**src/rtl/mesh_out_arbiter.sv**
```systemverilog
// Round-robin scheduler for one output direction of a mesh router node.
// Define STALL_CNT_EN to add a saturating stall_cnt output (idle cycles blocked by full_out).
module mesh_out_arbiter #(
  parameter int unsigned pckg_sz   = 40,
  parameter int unsigned NUM_IN    = 4,
  parameter logic [3:0]  id_row    = 4'd0,
  parameter logic [3:0]  id_column = 4'd0,
  parameter int unsigned OUT_DIR   = 0
) (
  input  logic                      clk,
  input  logic                      reset,
  input  logic [NUM_IN-1:0]         pndng_in,
  input  logic [NUM_IN*pckg_sz-1:0] data_in,
  output logic [NUM_IN-1:0]         pop_out,
  input  logic                      full_out,
  output logic                      push_out,
  output logic [pckg_sz-1:0]        data_out,
  output logic [$clog2(NUM_IN)-1:0] grant_idx
`ifdef STALL_CNT_EN
  ,
  output logic [15:0]               stall_cnt
`endif
);

  localparam int unsigned IdxW = $clog2(NUM_IN);

  localparam logic [2:0] DirN     = 3'd0;
  localparam logic [2:0] DirS     = 3'd1;
  localparam logic [2:0] DirE     = 3'd2;
  localparam logic [2:0] DirW     = 3'd3;
  localparam logic [2:0] DirLocal = 3'd4;

  typedef enum logic {StIdle, StXfer} state_e;

  state_e             state_q, state_d;
  logic [pckg_sz-1:0] data_q, data_d;
  logic [IdxW-1:0]    grant_q, grant_d;
  logic [IdxW-1:0]    rr_q, rr_d;
  logic [NUM_IN-1:0]  elig;
  logic [IdxW-1:0]    winner;
  logic               found;
  logic [pckg_sz-1:0] win_pkt;

  function automatic logic [2:0] route(input logic [pckg_sz-1:0] pkt);
    logic [3:0] dr;
    logic [3:0] dc;
    logic       mode;
    dr   = pkt[pckg_sz-9 -: 4];
    dc   = pkt[pckg_sz-13 -: 4];
    mode = pkt[pckg_sz-17];
    if (dr == id_row && dc == id_column) return DirLocal;
    if (!mode) begin
      if (dc > id_column) return DirE;
      if (dc < id_column) return DirW;
      return (dr > id_row) ? DirS : DirN;
    end
    if (dr > id_row) return DirS;
    if (dr < id_row) return DirN;
    return (dc > id_column) ? DirE : DirW;
  endfunction

  always_comb begin
    elig = '0;
    for (int i = 0; i < NUM_IN; i++) begin
      elig[i] = pndng_in[i] && (route(data_in[i*pckg_sz +: pckg_sz]) == 3'(OUT_DIR));
    end
  end

  // First eligible input at or after rr_q, wrapping modulo NUM_IN.
  always_comb begin
    int unsigned     idx;
    logic [IdxW-1:0] cand;
    winner = '0;
    found  = 1'b0;
    for (int k = 0; k < NUM_IN; k++) begin
      idx  = (int'(rr_q) + k) % NUM_IN;
      cand = IdxW'(idx);
      if (!found && elig[cand]) begin
        found  = 1'b1;
        winner = cand;
      end
    end
  end

  assign win_pkt = data_in[int'(winner)*pckg_sz +: pckg_sz];

  logic unused_nxt_jump;
  assign unused_nxt_jump = ^win_pkt[pckg_sz-1 -: 8];

  always_comb begin
    state_d = state_q;
    data_d  = data_q;
    grant_d = grant_q;
    rr_d    = rr_q;
    unique case (state_q)
      StIdle: begin
        if (found && !full_out) begin
          state_d = StXfer;
          data_d  = {id_row, id_column, win_pkt[pckg_sz-9:0]};
          grant_d = winner;
          rr_d    = (winner == IdxW'(NUM_IN - 1)) ? '0 : winner + 1'b1;
        end
      end
      StXfer:  state_d = StIdle;
      default: state_d = StIdle;
    endcase
  end

  always_ff @(posedge clk) begin
    if (reset) begin
      state_q <= StIdle;
      data_q  <= '0;
      grant_q <= '0;
      rr_q    <= '0;
    end else begin
      state_q <= state_d;
      data_q  <= data_d;
      grant_q <= grant_d;
      rr_q    <= rr_d;
    end
  end

  assign push_out  = (state_q == StXfer);
  assign data_out  = data_q;
  assign grant_idx = grant_q;

  always_comb begin
    pop_out = '0;
    for (int i = 0; i < NUM_IN; i++) begin
      pop_out[i] = push_out && (grant_q == IdxW'(i));
    end
  end

`ifdef STALL_CNT_EN
  logic [15:0] stall_q, stall_d;

  always_comb begin
    stall_d = stall_q;
    if (state_q == StIdle && found && full_out && stall_q != 16'hFFFF) begin
      stall_d = stall_q + 16'd1;
    end
  end

  always_ff @(posedge clk) begin
    if (reset) stall_q <= '0;
    else       stall_q <= stall_d;
  end

  assign stall_cnt = stall_q;
`endif

endmodule

```
**config.mk**
```make
export PLATFORM = sky130hd
export DESIGN_NAME = mesh_out_arbiter
export DESIGN_NICKNAME = d
export VERILOG_FILES = /design/src/rtl/mesh_out_arbiter.sv
export SDC_FILE = /design/constraint.sdc
export NUM_CORES = 1
export LEC_CHECK = 0
export CORE_MARGIN = 2
export CORE_UTILIZATION = 17
export CTS_BUF_LIST = sky130_fd_sc_hd__clkbuf_2
export DETAILED_ROUTE_END_ITERATION = 6
export PLACE_DENSITY = 0.75
export SETUP_SLACK_MARGIN = 0.02
export SLEW_MARGIN = 20
export SYNTH_ARGS = -nofsm -noshare
export SYNTH_HDL_FRONTEND = slang
export SYNTH_SLANG_ARGS = --single-unit
export TNS_END_PERCENT = 1
```
**constraint.sdc**
```tcl
create_clock -name clk -period 0.8 [get_ports clk]
set_clock_uncertainty 0.2 [all_clocks]
set_input_delay 0.08 -clock clk [delete_from_list [all_inputs] [get_ports clk]]
set_output_delay 0.08 -clock clk [all_outputs]
set_load 0.005 [all_outputs]
```
# Yosys cells after proc, flatten, opt, wreduce, memory -nomap -nowiden
# Index checks and enable logic that the tools add are counted.
[word_totals] reg_bits=37 inputBits=167 out_inout_bits=47 wordCells=212
[classes] add_sub_neg=4 n_mul=1 magnitude_cmp=20 n_eq_ne=4 n_shift=1 muxes=143 bitwise_logic=1 n_reduce_logical=34
[ops] cell="$shiftx A160 B9 Y32" count=1
[ops] cell="$mux W3" count=48
[ops] cell="$mux W1" count=85
[ops] cell="$gt A4 B1 Y1 const B" count=8
[ops] cell="$logic_not A4 Y1" count=8
[ops] cell="$lt A4 B1 Y1 const B" count=8
[ops] cell="$logic_and A1 B1 Y1" count=16
[ops] cell="$logic_not A3 Y1" count=4
[ops] cell="$lt A2 B3 Y1 const B" count=4
[ops] cell="$mux W2" count=5
[ops] cell="$bmux W1 S2" count=4
[ops] cell="$eq A2 B2 Y1 const B" count=3
[ops] cell="$mul A2 B3 Y5 const B" count=1
[ops] cell="$add A2 B1 Y2 const B" count=2
[ops] cell="$add A2 B2 Y2 const B" count=2
[ops] cell="$logic_not A1 Y1" count=4
[ops] cell="$eq A2 B1 Y1 const B" count=1
[ops] cell="$logic_not A2 Y1" count=1
[ops] cell="$pmux W1 S2" count=1
[ops] cell="$reduce_and A2 Y1" count=1
[ops] cell="$not A1 Y1" count=1

# Longest topological paths before layout
[depth] depth_word=33 depth_mapped=2 mapped_depth_nobuf=1

# Worst setup path after synthesis
# Ideal clock, no wire load.
[synth_timing] kind="reg2out" from="reg state_q, in the netlist push_out" to="out pop_out[0]" t_arrival_ns=0.576 required_ns=0.520 slack_ns=-0.056 path_stages_with_launch=2 path_buffers=0 cell_sequence="dfxtp_1 -> nor3b_1"
[synth_between] elab_chain_len=1
[synth_rtl] item="start: declaration" line="35" rtl="state_e state_q, state_d;"
[synth_rtl] item="start signal: assignment" line="111" rtl="state_q <= StIdle;"
[synth_rtl] item="start signal: assignment" line="116" rtl="state_q <= state_d;"
[synth_rtl] item="$logic_and A1 B1 Y1" line="130" rtl="pop_out[i] = push_out && (grant_q == IdxW'(i));"
[synth_rtl] item="end: declaration" line="14" rtl="output logic [NUM_IN-1:0] pop_out,"
# Every way passes these cells.

# Worst setup path after layout
[layout_timing] from="reg grant_q[1], in the netlist grant_idx[1]" to="out pop_out[0]"
[layout_between] elab_chain_len=2
[layout_rtl] item="start: declaration" line="37" rtl="logic [IdxW-1:0] grant_q, grant_d;"
[layout_rtl] item="start signal: assignment" line="118" rtl="grant_q <= grant_d;"
[layout_rtl] item="$logic_not A2 Y1" line="130"
[layout_rtl] item="$logic_and A1 B1 Y1" line="130"
# Every way passes these cells.

==> out/metrics.csv <==
metric,value,unit
crit_slowest_cell,dfxtp_4,
drc,0,
cts_tree,built,
drive_gt1_share,73.72,%
period_share,178.7,%
grt.overflow.total,0,
max_freq,0.6993,GHz
ios,214,
start_util,17.71,%
gp_congestion,0.6373,
die_area,6851,um2
p_leak,0.7672,nW
syn_area,1055,um2
htree_levels,2,
die_h,82.77,um
end_kind,primary output,
dpl.hpwl,1429,um
cap_violations,0,
violations,"hold timing, setup timing",
synth_cell_types,9,
path_cells,buf_6 > nor3b_2 > buf_2,
reg2reg_from,grant_idx[0],
grt_pass1_vias,636,
cp.buffers_inverters,2,
antenna_left,0,
placementRows,28,
clockRootBuffer,clkbuf_2,
power.density,1796,nW/um2
nNetsFinal,303,
firstDrtPassIters,3,
insertion_delay,0.35,ns
vias,666,
status,"complete, but fails checks",
hold-path-endpoint,data_out[4],
synth_cells,85,
numCtsBuffers,5,
antennaDiodeCount,0,
rr_endpoint,grant_idx[0],
routed_wl,2134,um
track_usage,6.385,%
min_period,1.430,ns
critical_path_class,flop to primary output,
r2r_slack,-0.07,ns
worst_slack,-0.6300,ns
clk_pin_slew,0.19,ns
cp.depth,3,
final_util,27.56,%
antenna_found_initial,0,
slew_violations,0,
routedWlPerCell,10.07,um
cts_buffer_depth,2,
core,5956,um2
crit_fanout,6,
hold_class,input pin to flop,
hold_violations,1,
rsz0062_at_grt,yes,
syn_area_per_cell,12.41,um2
cts_sinks,35,
drt_iter0_markers,6,
ys_seq_elements,35,
grt_pass1_wl,3194,um
max_stage_delay,0.40,ns
ir_worst_vdd,0.8823,mV
vias_per_cell,3.142,
io_buffers,40,
crit_family,flip-flops,
place_ws,-0.5462,ns
yosysSeqAreaShare,66.43,%
die_w,82.77,um
synth_warnings,0,
worstPathArrival,1.15,ns
fin_hold_ws,-0.01077,ns
required,0.52,ns
setup_viol,45,
reg2reg_depth,2,
crit_path_start_kind,flop,
worstHoldStart,reset,
hold-path-cell-count,2,
syn_to_final_growth,55.63,%
grt_max_degree,20,
## worst max path at each step
stage | from | end | slack, ns
floorplan | grant_idx[0] | pop_out[2] | -0.01
global placement | grant_idx[0] | pop_out[2] | -0.50
detailed placement | push_out | pop_out[0] | -0.55
CTS | grant_idx[1] | pop_out[0] | -0.68
global route | grant_idx[1] | pop_out[0] | -0.72
finish | grant_idx[1] | pop_out[0] | -0.63
## worst reg2reg max path: cells and delay by family (launching register included)
kind	cells	cell delay [ns]
flops	1	0.37
buf+inv	1	0.12
simple gates	1	0.11
## layout make-up
class / count / area, um2
clock buffers: 5 / 25.02
repair buffers: 47 / 411.6
clock inverters: 3 / 43.79
flip-flops and latches: 35 / 747.0
fillers: 631 / 4314
well taps: 75 / 93.84
multi-input cells: 47 / 320.3
## routing by layer
layer,wire length [um],GRT usage (%)
met1,849,7.896
met2,1082,8.871
met3,191,3.680
met4,11,2.951
met5,0,0
## kinds of logic after synthesis
family,Yosys count,synth area share (%)
and+or+nand+nor,38,24.32
DFF,35,66.43
buffers and inverters,11,8.897
other,1,0.3555
## placed cells by master (no fill, tap or decap)
| master | instances |
|---|---|
| bufinv_16 | 1 |
| nor2b_4 | 2 |
| and3b_1 | 2 |
| nor2b_1 | 23 |
| dfxtp_4 | 1 |
| buf_6 | 24 |
| and2b_2 | 5 |
| conb_1 | 9 |
| dlygate4sd2_1 | 1 |
| clkinv_4 | 1 |
| clkinv_2 | 1 |
| nor3b_2 | 1 |
| nor2b_2 | 4 |
| dfxtp_2 | 34 |
| buf_2 | 17 |
| clkbuf_2 | 6 |
| buf_4 | 3 |
| buf_12 | 1 |
| and3_1 | 1 |
## registers in the layout, summed over array words and instances (netlist names)
register / flops
data_out: 32
grant_idx: 2
push_out: 1
## synth_stat cells (all sizes together)
cell type	count	area [um2]
buf	11	93.84
and2b	5	43.79
and3b	2	17.52
dfxtp	35	700.7
and3	1	6.260
conb	1	3.750
nor3b	1	7.510
nor2b	29	181.4
## timing repair
action | in CTS | in global routing
buffers inserted | 5 | 0
endpoints found under the hold margin | 1 | 1
endpoints found under the setup margin | 72 | 52
pin swaps | 2 | 0
gates resized for setup | 198 | 20
## where the power goes
group	internal (mW)	leakage (nW)	switching, mW
clock	0.530	0.0429	0.598
combinational	0.0296	0.424	0.0454
sequential	1.74	0.300	0.00222
total	2.30	0.767	0.645
## through the flow
| step | power [mW] | area (um2) | setup TNS (ns) | instances |
|---|---|---|---|---|
| after floorplan | 1.858 | 1092 | -0.03782 | 93 |
| after global placement | 1.854 | 1520 | -28.32 | 199 |
| after detailed placement | 1.856 | 1520 | -28.75 | 199 |
| after CTS | 2.986 | 1573 | -15.35 | 212 |
| after global routing | 3.080 | 1642 | -16.52 | 212 |
| final | 2.947 | 1642 | -13.41 | 212 |
Note: power is estimated with default switching activity, not from simulation.
